<file path="config.mk">
export PLATFORM = sky130hd
export DESIGN_NAME = oled_text_arbiter_flat
export DESIGN_NICKNAME = d
export VERILOG_FILES = /design/src/rtl/oled_text_arbiter_if.sv /design/src/rtl/oled_text_arbiter.sv /design/src/flat_wrapper.sv
export SDC_FILE = /design/constraint.sdc
export NUM_CORES = 1
export LEC_CHECK = 0
export BUFFER_PORTS_ARGS = -buffer_cell sky130_fd_sc_hd__buf_2
export CELL_PAD_IN_SITES_DETAIL_PLACEMENT = 1
export CELL_PAD_IN_SITES_GLOBAL_PLACEMENT = 2
export CORE_UTILIZATION = 35
export DETAILED_ROUTE_END_ITERATION = 10
export PLACE_DENSITY = 0.9
export SETUP_SLACK_MARGIN = 0.15
export SKIP_LAST_GASP = 1
export SLEW_MARGIN = 20
export SYNTH_ARGS = -nofsm -noshare
export SYNTH_HDL_FRONTEND = slang
export SYNTH_SLANG_ARGS = --single-unit
</file>
<file path="constraint.sdc">
create_clock -name i_clk -period 4.4 [get_ports i_clk]
set_clock_uncertainty 0.1 [all_clocks]
set_input_delay 0.22 -clock i_clk [delete_from_list [all_inputs] [get_ports i_clk]]
set_output_delay 0.22 -clock i_clk [all_outputs]
set_load 0.005 [all_outputs]
</file>
<file path="src/rtl/oled_text_arbiter_if.sv">
// Request/response bundle between the two character writers, the arbiter and the
// oled command port.
interface oled_text_arbiter_if;
    logic [1:0]  req_valid;     // per-requester write request, held until acked
    logic [13:0] req_addr;      // {addr1[6:0], addr0[6:0]}
    logic [15:0] req_char;      // {char1, char0}
    logic [1:0]  req_ack;       // one-cycle accept pulse
    logic        clear_req;     // pulse: queue a display clear
    logic        oled_ready;
    logic [8:0]  oled_command;  // {rs, db[7:0]}
    logic        oled_strobe;
    logic        oled_wait;
    logic        init_done;
    logic        busy;

    // Arbiter side
    modport slave (
        input  req_valid, req_addr, req_char, clear_req, oled_ready,
        output req_ack, oled_command, oled_strobe, oled_wait, init_done, busy
    );

    // Requester / panel side
    modport master (
        output req_valid, req_addr, req_char, clear_req, oled_ready,
        input  req_ack, oled_command, oled_strobe, oled_wait, init_done, busy
    );
endinterface

</file>
<file path="src/rtl/oled_text_arbiter.sv">
// Character-mode command scheduler in front of the oled command port: runs the
// panel power-up sequence, then arbitrates two single-character writers and only
// sends a set-DDRAM-address when a write is not where the panel cursor already is.
module oled_text_arbiter (
    input  logic                  i_clk,
    input  logic                  i_reset,  // asynchronous, active-low
    oled_text_arbiter_if.slave    io_bus
);

    typedef enum logic [3:0] {
        StInit0, StInit1, StInit2, StInit3, StInit4,
        StIdle, StSendClear, StSendAddr, StSendData
    } state_e;

    state_e      r_state, w_state_d;
    logic [8:0]  r_cmd, w_cmd_d;
    logic        r_wait, w_wait_d;
    logic        r_strobe, w_strobe_d;
    logic [1:0]  r_ack, w_ack_d;
    logic        r_init_done, w_init_done_d;
    logic        r_clear_pending, w_clear_pending_d;
    logic        r_cur_valid, w_cur_valid_d;
    logic [6:0]  r_cursor, w_cursor_d;
    logic        r_rr, w_rr_d;          // requester favoured on a tie
    logic [6:0]  r_addr, w_addr_d;
    logic [7:0]  r_char, w_char_d;
    logic        w_issue;
    logic        w_grant;
    logic [6:0]  w_gnt_addr;

    // The panel accepts a command only when ready and not in the strobe cycle itself
    assign w_issue = io_bus.oled_ready && !r_strobe;

    // Next-state, command selection, arbitration and cursor tracking
    always_comb begin
        w_state_d         = r_state;
        w_cmd_d           = r_cmd;
        w_wait_d          = r_wait;
        w_strobe_d        = 1'b0;
        w_ack_d           = 2'b00;
        w_init_done_d     = r_init_done;
        w_clear_pending_d = r_clear_pending | io_bus.clear_req;
        w_cur_valid_d     = r_cur_valid;
        w_cursor_d        = r_cursor;
        w_rr_d            = r_rr;
        w_addr_d          = r_addr;
        w_char_d          = r_char;
        w_grant           = 1'b0;
        w_gnt_addr        = io_bus.req_addr[6:0];

        unique case (r_state)
            StInit0: if (w_issue) begin
                w_cmd_d = 9'h038; w_wait_d = 1'b1; w_strobe_d = 1'b1; w_state_d = StInit1;
            end
            StInit1: if (w_issue) begin
                w_cmd_d = 9'h00C; w_wait_d = 1'b1; w_strobe_d = 1'b1; w_state_d = StInit2;
            end
            StInit2: if (w_issue) begin
                w_cmd_d = 9'h001; w_wait_d = 1'b1; w_strobe_d = 1'b1; w_state_d = StInit3;
            end
            StInit3: if (w_issue) begin
                w_cmd_d = 9'h006; w_wait_d = 1'b1; w_strobe_d = 1'b1; w_state_d = StInit4;
            end
            StInit4: if (w_issue) begin
                w_cmd_d       = 9'h017;
                w_wait_d      = 1'b1;
                w_strobe_d    = 1'b1;
                w_init_done_d = 1'b1;
                w_cursor_d    = 7'h00;
                w_cur_valid_d = 1'b1;
                w_state_d     = StIdle;
            end
            StIdle: begin
                // A clear pulse arriving this very cycle already outranks pending writes
                if (w_clear_pending_d) begin
                    w_state_d = StSendClear;
                end else if (|io_bus.req_valid) begin
                    w_grant    = (io_bus.req_valid == 2'b11) ? r_rr : io_bus.req_valid[1];
                    w_ack_d    = w_grant ? 2'b10 : 2'b01;
                    w_rr_d     = ~w_grant;
                    w_gnt_addr = w_grant ? io_bus.req_addr[13:7] : io_bus.req_addr[6:0];
                    w_addr_d   = w_gnt_addr;
                    w_char_d   = w_grant ? io_bus.req_char[15:8] : io_bus.req_char[7:0];
                    w_state_d  = (r_cur_valid && w_gnt_addr == r_cursor) ? StSendData
                                                                          : StSendAddr;
                end
            end
            StSendClear: if (w_issue) begin
                w_cmd_d           = 9'h001;
                w_wait_d          = 1'b1;
                w_strobe_d        = 1'b1;
                // Pulses that land on the issue edge merge into this clear
                w_clear_pending_d = 1'b0;
                w_cursor_d        = 7'h00;
                w_cur_valid_d     = 1'b1;
                w_state_d         = StIdle;
            end
            StSendAddr: if (w_issue) begin
                w_cmd_d = {2'b01, r_addr}; w_wait_d = 1'b0; w_strobe_d = 1'b1;
                w_state_d = StSendData;
            end
            StSendData: if (w_issue) begin
                w_cmd_d    = {1'b1, r_char};
                w_wait_d   = 1'b0;
                w_strobe_d = 1'b1;
                // Follow the panel's auto-increment including the line wraps
                if (r_addr == 7'h27)      w_cursor_d = 7'h40;
                else if (r_addr == 7'h67) w_cursor_d = 7'h00;
                else                      w_cursor_d = r_addr + 7'd1;
                w_cur_valid_d = (r_addr <= 7'h27) || (r_addr >= 7'h40 && r_addr <= 7'h67);
                w_state_d     = StIdle;
            end
            default: w_state_d = StInit0;
        endcase
    end

    // State and output registers; reset abandons any in-flight command
    always_ff @(posedge i_clk or negedge i_reset) begin
        if (!i_reset) begin
            r_state         <= StInit0;
            r_cmd           <= 9'h000;
            r_wait          <= 1'b0;
            r_strobe        <= 1'b0;
            r_ack           <= 2'b00;
            r_init_done     <= 1'b0;
            r_clear_pending <= 1'b0;
            r_cur_valid     <= 1'b0;
            r_cursor        <= 7'h00;
            r_rr            <= 1'b0;
            r_addr          <= 7'h00;
            r_char          <= 8'h00;
        end else begin
            r_state         <= w_state_d;
            r_cmd           <= w_cmd_d;
            r_wait          <= w_wait_d;
            r_strobe        <= w_strobe_d;
            r_ack           <= w_ack_d;
            r_init_done     <= w_init_done_d;
            r_clear_pending <= w_clear_pending_d;
            r_cur_valid     <= w_cur_valid_d;
            r_cursor        <= w_cursor_d;
            r_rr            <= w_rr_d;
            r_addr          <= w_addr_d;
            r_char          <= w_char_d;
        end
    end

    assign io_bus.oled_command = r_cmd;
    assign io_bus.oled_wait    = r_wait;
    assign io_bus.oled_strobe  = r_strobe;
    assign io_bus.req_ack      = r_ack;
    assign io_bus.init_done    = r_init_done;
    assign io_bus.busy         = (r_state != StIdle);

endmodule

</file>
<file path="src/flat_wrapper.sv">
// flat-port wrapper written by rule: the top's interface ports become plain ports
module oled_text_arbiter_flat 
  (i_clk, i_reset, io_bus_req_valid, io_bus_req_addr, io_bus_req_char, io_bus_clear_req, io_bus_oled_ready, io_bus_req_ack, io_bus_oled_command, io_bus_oled_strobe, io_bus_oled_wait, io_bus_init_done, io_bus_busy);
  oled_text_arbiter_if io_bus_i ();
  input  logic i_clk;
  input  logic i_reset;
  input wire logic [$bits(io_bus_i.req_valid)-1:0] io_bus_req_valid;
  input wire logic [$bits(io_bus_i.req_addr)-1:0] io_bus_req_addr;
  input wire logic [$bits(io_bus_i.req_char)-1:0] io_bus_req_char;
  input wire logic [$bits(io_bus_i.clear_req)-1:0] io_bus_clear_req;
  input wire logic [$bits(io_bus_i.oled_ready)-1:0] io_bus_oled_ready;
  output wire logic [$bits(io_bus_i.req_ack)-1:0] io_bus_req_ack;
  output wire logic [$bits(io_bus_i.oled_command)-1:0] io_bus_oled_command;
  output wire logic [$bits(io_bus_i.oled_strobe)-1:0] io_bus_oled_strobe;
  output wire logic [$bits(io_bus_i.oled_wait)-1:0] io_bus_oled_wait;
  output wire logic [$bits(io_bus_i.init_done)-1:0] io_bus_init_done;
  output wire logic [$bits(io_bus_i.busy)-1:0] io_bus_busy;
  assign io_bus_i.req_valid = io_bus_req_valid;
  assign io_bus_i.req_addr = io_bus_req_addr;
  assign io_bus_i.req_char = io_bus_req_char;
  assign io_bus_i.clear_req = io_bus_clear_req;
  assign io_bus_i.oled_ready = io_bus_oled_ready;
  assign io_bus_req_ack = io_bus_i.req_ack;
  assign io_bus_oled_command = io_bus_i.oled_command;
  assign io_bus_oled_strobe = io_bus_i.oled_strobe;
  assign io_bus_oled_wait = io_bus_i.oled_wait;
  assign io_bus_init_done = io_bus_i.init_done;
  assign io_bus_busy = io_bus_i.busy;
  oled_text_arbiter u_core (.i_clk(i_clk), .i_reset(i_reset), .io_bus(io_bus_i));
endmodule
</file>
# Word level (Yosys, flattened, before mapping)
# Cells that the tools add are included.
classes:
  mux: 39
  n_addsub: 1
  reduce_logical: 22
  eq_ne: 26
  n_lt_le_gt_ge: 3
  bitwise: 3
ops:
  columns: ["cell", "count"]
  rows:
  - ["$mux W9", 7]
  - ["$pmux W9 S7", 1]
  - ["$mux W4", 9]
  - ["$mux W7", 5]
  - ["$pmux W4 S7", 1]
  - ["$ne A2 B1 Y1 const B", 12]
  - ["$eq A4 B3 Y1 const B", 4]
  - ["$pmux W7 S2", 1]
  - ["$reduce_and A3 Y1", 3]
  - ["$eq A4 B2 Y1 const B", 2]
  - ["$mux W1", 8]
  - ["$mux W2", 4]
  - ["$mux W8", 1]
  - ["$reduce_and A8 Y1", 1]
  - ["$reduce_or A2 Y1", 4]
  - ["$reduce_or A8 Y1", 1]
  - ["$add A7 B1 Y7 const B", 1]
  - ["$eq A7 B6 Y1 const B", 1]
  - ["$eq A7 B7 Y1", 1]
  - ["$eq A7 B7 Y1 const B", 1]
  - ["$ge A7 B7 Y1 const B", 1]
  - ["$le A7 B6 Y1 const B", 1]
  - ["$le A7 B7 Y1 const B", 1]
  - ["$reduce_and A7 Y1", 1]
  - ["other kinds (17)", 22]
totals:
  output_inout_bits: 15
  ff_bits: 43
  wordCells: 106

# Longest topological paths before layout
depth:
  word_depth: 9
  ltp_mapped: 8

# Least setup slack after synthesis
# OpenSTA, ideal clock, no wires.
synth_path:
  kind: "register -> register"
  startpoint: "register u_core.r_rr"
  endpoint: "register u_core.r_state[1]"
  setup_slack_ps: 2557
  t_required_ps: 4178
  n_path_buf: 2
  synth_period_minus_slack_ps: 1843
  path_stages_with_launch: 9
  arrival_ps: 1621
  path_cell_list: "dfrtp_1 -> nand2b_1 -> buf_6 -> and2_4 -> buf_6 -> a21oi_1 -> o2111a_1 -> nand4_1 -> a32o_1"
synth_between:
  elab_chain_cells: 8
synth_rtl:
  columns: ["item", "line", "rtl"]
  rows:
  - ["start, declared", "oled_text_arbiter.sv:24", "logic r_rr, w_rr_d;"]
  - ["start signal, assigned", "oled_text_arbiter.sv:142", "r_rr <= w_rr_d;"]
  - ["$mux W1", "oled_text_arbiter.sv:78", "w_grant = (io_bus.req_valid == 2'b11) ? r_rr : io_bus.req_valid[1];"]
  - ["$mux W7", "oled_text_arbiter.sv:81", "w_gnt_addr = w_grant ? io_bus.req_addr[13:7] : io_bus.req_addr[6:0];"]
  - ["$eq A7 B7 Y1", "oled_text_arbiter.sv:84", "w_state_d = (r_cur_valid && w_gnt_addr == r_cursor) ? StSendData"]
  - ["$logic_and A1 B1 Y1", "oled_text_arbiter.sv:84", null]
  - ["$mux W4", "oled_text_arbiter.sv:84", null]
  - ["$mux W4", "oled_text_arbiter.sv:77", "end else if (|io_bus.req_valid) begin"]
  - ["$mux W4", "oled_text_arbiter.sv:75", "if (w_clear_pending_d) begin"]
  - ["$pmux W4 S7", "oled_text_arbiter.sv:51", "unique case (r_state)"]
  - ["end signal, assigned", "oled_text_arbiter.sv:120", "r_state <= StInit0;"]
  - ["end signal, assigned", "oled_text_arbiter.sv:133", "r_state <= w_state_d;"]
  - ["end, declared", "oled_text_arbiter.sv:15", "state_e r_state, w_state_d;"]
# No other way between the ends. The select of a mux whose other input is x is not followed.
# A chain may end at the register's enable or synchronous reset.

# Final worst setup path
layout_path:
  startpoint: "register u_core.r_state[3]"
  endpoint: "register u_core.r_state[2]"
layout_between:
  elab_chain_cells: 4
layout_rtl:
  columns: ["item", "line"]
  rows:
  - ["$eq A4 B3 Y1 or $eq A4 B4 Y1 (tied branches)", "oled_text_arbiter.sv:51"]
  - ["$reduce_or A3 Y1 (no line)", null]
  - ["$ne A2 B1 Y1 (no line)", null]
  - ["$reduce_and A7 Y1 (no line)", null]
# Several ways; a longest one is shown, not always the timed one.

==> impl_summary.txt <==
----------------------------------------------------
[Run status]
  Result of the run ... finished, violations left
  Violated checks ... DRC

[Synth]
  Top cells by area in the synthesized netlist ... dfrtp_1 (45%), nand2_1 (6.7%), o21ai_1 (5.7%), mux2i_1 (5.1%), a21oi_1 (3.6%)
  Unique masters post-synth ... 45
  Sequential cell area fraction in the yosys report ... between 40 and 50%
  Count of mapped cells out of synthesis ... around 260
  Number of storage elements in the synthesis netlist ... 43
  Syn Nets ... just under 300
  Avg Cell Area, Syn ... just over 9 sq um
  Yosys warning total ... 0
  Fraction of post-synthesis cell area in the top cell type by area ... 45.4%
  Leading area contributor after synthesis ... dfrtp_1
  Summed instance area of the synthesized netlist ... about 2400 sq um

[Worst setup path]
  Crit path required time ... 4480 ps
  Startpoint class of the critical path ... flop
  Crit path capture type ... flop
  Cell family with most CP delay ... simple AND/OR/NAND/NOR gates
  CP Class ... reg2reg
  CP max FO ... 12
  Arrival time at the worst endpoint ... between 2000 and 2500 ps
  Slowest stage cell on the critical path ... dfrtp_1
  Cell-by-cell trace of the critical path ... nand2b_1 -> nor4_1 -> a22oi_2 -> nor2_1 -> o22ai_1 -> a31o_1
  CP max stage delay ... about 520 ps
  Buf+Inv Stages, Crit Path ... 0

[Power and ir drop]
  Internal power component ... 0.989 mW
  Proportion of total power due to net switching ... a little under 40%
  Clk network pwr share ... between 15 and 20%
  Overall Power ... roughly 1.6 mW
  Leakage power ... 1.36 nW
  Pwr per Cell Area ... 580 nW/um^2
  Share of total power in sequential cells ... about 43%
  Combinational Power Share ... 36.8%
  Worst-case vdd ir drop ... ~0.23 mV
  Net switching power ... approximately 0.64 mW

[Route]
  Number of vias per cell ... between 5 and 6
  Vias after detailed routing ... 2002
  Post-route DRC violation count ... 4
  Routed wire per std cell ... 15.6 um
  Number of routed nets with antenna violations ... 0
  Total detailed-routing wirelength ... roughly 6000 um
  1st-iter DRT viols ... between 100 and 150
  Total iterations of the first detailed-routing run ... 7

[CTS]
  Clock slew at the register clock pins of the worst setup and hold paths ... 90 ps
  CTS sink count ... 43
  Library cell used as clock root buffer ... clkbuf_8
  H-tree levels ... 2
  Clock tree from TritonCTS ... built
  Latest clock arrival within the worst-skew pair ... approximately 290 ps
  Inserted Clock Buffers ... 5
  Hold buffers post-CTS ... 0
  Number of gates resized after CTS ... 0
  Post CTS Setup Buffer Count ... 0
  Max Buffers Root-to-Sink ... 2

[Global route]
  Antenna violations before repair ... 0
  GR met3 Demand/Resource ... between 2 and 3%
  Maximum number of pins on one net before global-route repair ... 44
  Met1 Use GR ... between 20% and 30%
  All-layer global routing usage ... between 15 and 20%
  Most utilized layer in the global route result ... met2
  First-pass GRT wire length ... ~10000 um
  Global routing usage on met2 ... a little under a third
  Via count of the first global-routing pass ... 2113
  Total congestion overflow after global routing ... 0

[Die]
  Initial cell density of the core ... a little under two fifths
  Die Footprint ... 7100 sq um
  Count of boundary I/O pins ... approximately 50
  Die height ... about 84 um
  Core footprint ... around 6500 sq um
  Horizontal die dimension ... 84.3 um
  Core Rows ... 29

[Placed design]
  Placed wire-length estimate ... approximately 4400 um
  Placement Cell Area ... between 2000 and 3000 sq um
  Number of cells in the design after placement ... 372
  Setup WS pre-CTS ... ~2200 ps
  RD Place Congestion ... between 0.8 and 0.9
  # port buffers ... 50

[Finish]
  Sequential cell area ... about 1100 sq um
  Net count of the finished layout ... between 300 and 400
  Fill count ... 780
  Summed area of non-filler cells in the final layout ... 2810 sq um
  Number of standard cells in the final layout excluding fillers ... 382
  Number of inserted diodes ... 0
  Fraction of layout cells with a size suffix above 1 ... around 22%
  Area growth from synthesis to final layout ... 18.6%
  Area occupied by multi-input gates ... ~1200 sq um

[Timing]
  Post-route worst setup slack ... ~2100 ps
  Worst-case headroom to the max-slew limit ... 53.8%
  Final setup violation count ... 0
  RSZ-0062 raised after global routing ... no
  Fin Setup TNS ... 0 ps
  Maximum clock frequency ... between 400 and 500 MHz
  Fraction of the cycle the final worst path needs ... 51.6%
  Max-slew violation total from the final report ... 0
  Minimum period implied by the final worst setup slack ... around 2300 ps
  Count of endpoints failing hold in the final timing report ... 0
  Worst Tran Pin Value ... around 690 ps

[Hold path]
  Worst Hold Class ... in2reg

[Run]
  MaxCap Viol Count ... 0

----------------------------------------------------
[metal layers]
| layer | share of wire, % | up-vias | wire length, um |
|---|---|---|---|
| li1 | - | 992 | - |
| met3 | 2.3 | 2 | 135 |
| met1 | 50 | 980 | 2980 |
| met5 | 0 | - | 0 |
| met2 | 47 | 28 | 2810 |
| met4 | 0.59 | 0 | 35 |
[power by group through the flow]
stage | registers (mW) | logic (mW) | clock network (mW)
2_1_floorplan | 0.627 | 0.486 | 0
3_3_place_gp | 0.708 | 0.587 | 0
3_5_place_dp | 0.715 | 0.600 | 0
4_1_cts | 0.707 | 0.604 | 0.329
5_1_grt | 0.732 | 0.686 | 0.347
6_report | 0.706 | 0.599 | 0.323
[cells in the final DEF, fill, tap and decap left out, types with 3 or more instances in the layout]
cell type,instances
xnor2_1,5
o31ai_1,6
inv_1,7
nor2b_1,3
a21o_1,4
mux2i_1,12
buf_2,50
clkbuf_8,6
nor2_1,13
dfrtp_1,43
o21ai_1,26
xor2_1,7
o22ai_1,3
o21ai_0,4
nand3_1,7
a21oi_1,17
nand2_1,42
nand2b_1,7
[worst min-delay path, cell delays in order]
cell and delay, ps:
buf_2 70, mux2i_1 50, o21ai_1 110
[cell families after synthesis]
family | synth area share (%)
buffers and inverters | 4.17
AO/OA/AOI/OAI | 21.3
XOR/XNOR | 5.12
AND/OR/NAND/NOR | 16.9
flip-flops | 45.4
multiplexers | 6.02
adder cells (fa/ha/maj) | 1.06
[synthesized netlist by cell type, drive strengths merged]
library cell	n
nand2b	7
and4b	1
nand2	42
xor2	8
dfrtp	43
nor3	3
a211oi	1
a21bo	1
nor2	13
o41ai	2
nand3	7
inv	7
nand4	2
clkbuf	12
o22ai	3
or2	2
and2	2
a21oi	17
o31a	2
o21a	2
o2111a	1
nor2b	3
or3	2
a31o	1
a22oi	3
o21bai	1
nor4	1
ha	2
a21o	4
o31ai	6
buf	3
and3	1
mux2i	13
a221oi	1
a32o	2
o211a	2
o21ai	31
xnor2	5
[sequential cells by signal, indices dropped and copies added, names as in the netlist]
register and cells:
u_core.r_clear_pending 1, u_core.r_state 4, u_core.io_bus.oled_strobe 1, u_core.io_bus.oled_wait 1, u_core.io_bus.req_ack 2, u_core.io_bus.init_done 1, u_core.r_char 8, u_core.r_rr 1
u_core.r_addr 7, u_core.r_cur_valid 1, u_core.io_bus.oled_command 9, u_core.r_cursor 7
[metrics by stage]
stage / utilization [%] / hold WS, ps
finish: 43.5 / 98.4
global route: 43.5 / 118
CTS: 42.9 / 10.5
detailed placement: 41.1 / 333
global placement: 41.1 / 337
floorplan: - / -176
[path summary, 6_finish.rpt]
kind,startpoint,to,slack [ps],depth (start not counted)
worst max-delay path,u_core.r_state[3]$_DFFE_PN0P_,u_core.r_state[2]$_DFFE_PN0P_,2130,6
worst min-delay path,io_bus_req_char[13],u_core.r_char[5]$_DFFE_PN0P_,100,3
worst max register to register,u_core.r_state[3]$_DFFE_PN0P_,u_core.r_state[2]$_DFFE_PN0P_,2130,6
worst min register to register,u_core.io_bus.init_done$_DFFE_PN0P_,u_core.io_bus.init_done$_DFFE_PN0P_,370,1
max in group asynchronous,i_reset,u_core.r_cursor[4]$_DFFE_PN0P_,3390,3
min in group asynchronous,i_reset,u_core.io_bus.oled_command[1]$_DFFE_PN0P_,320,2
[layout make-up]
type,count,share of cell area (%)
Sequential cell,43,38.3
Multi-Input combinational cell,194,42.6
Inverter,7,0.935
Clock buffer,6,2.94
Clock inverter,2,1.25
Timing Repair Buffer,53,10.5
Tap cell,77,3.43
Power figures use the tool's default switching activity.
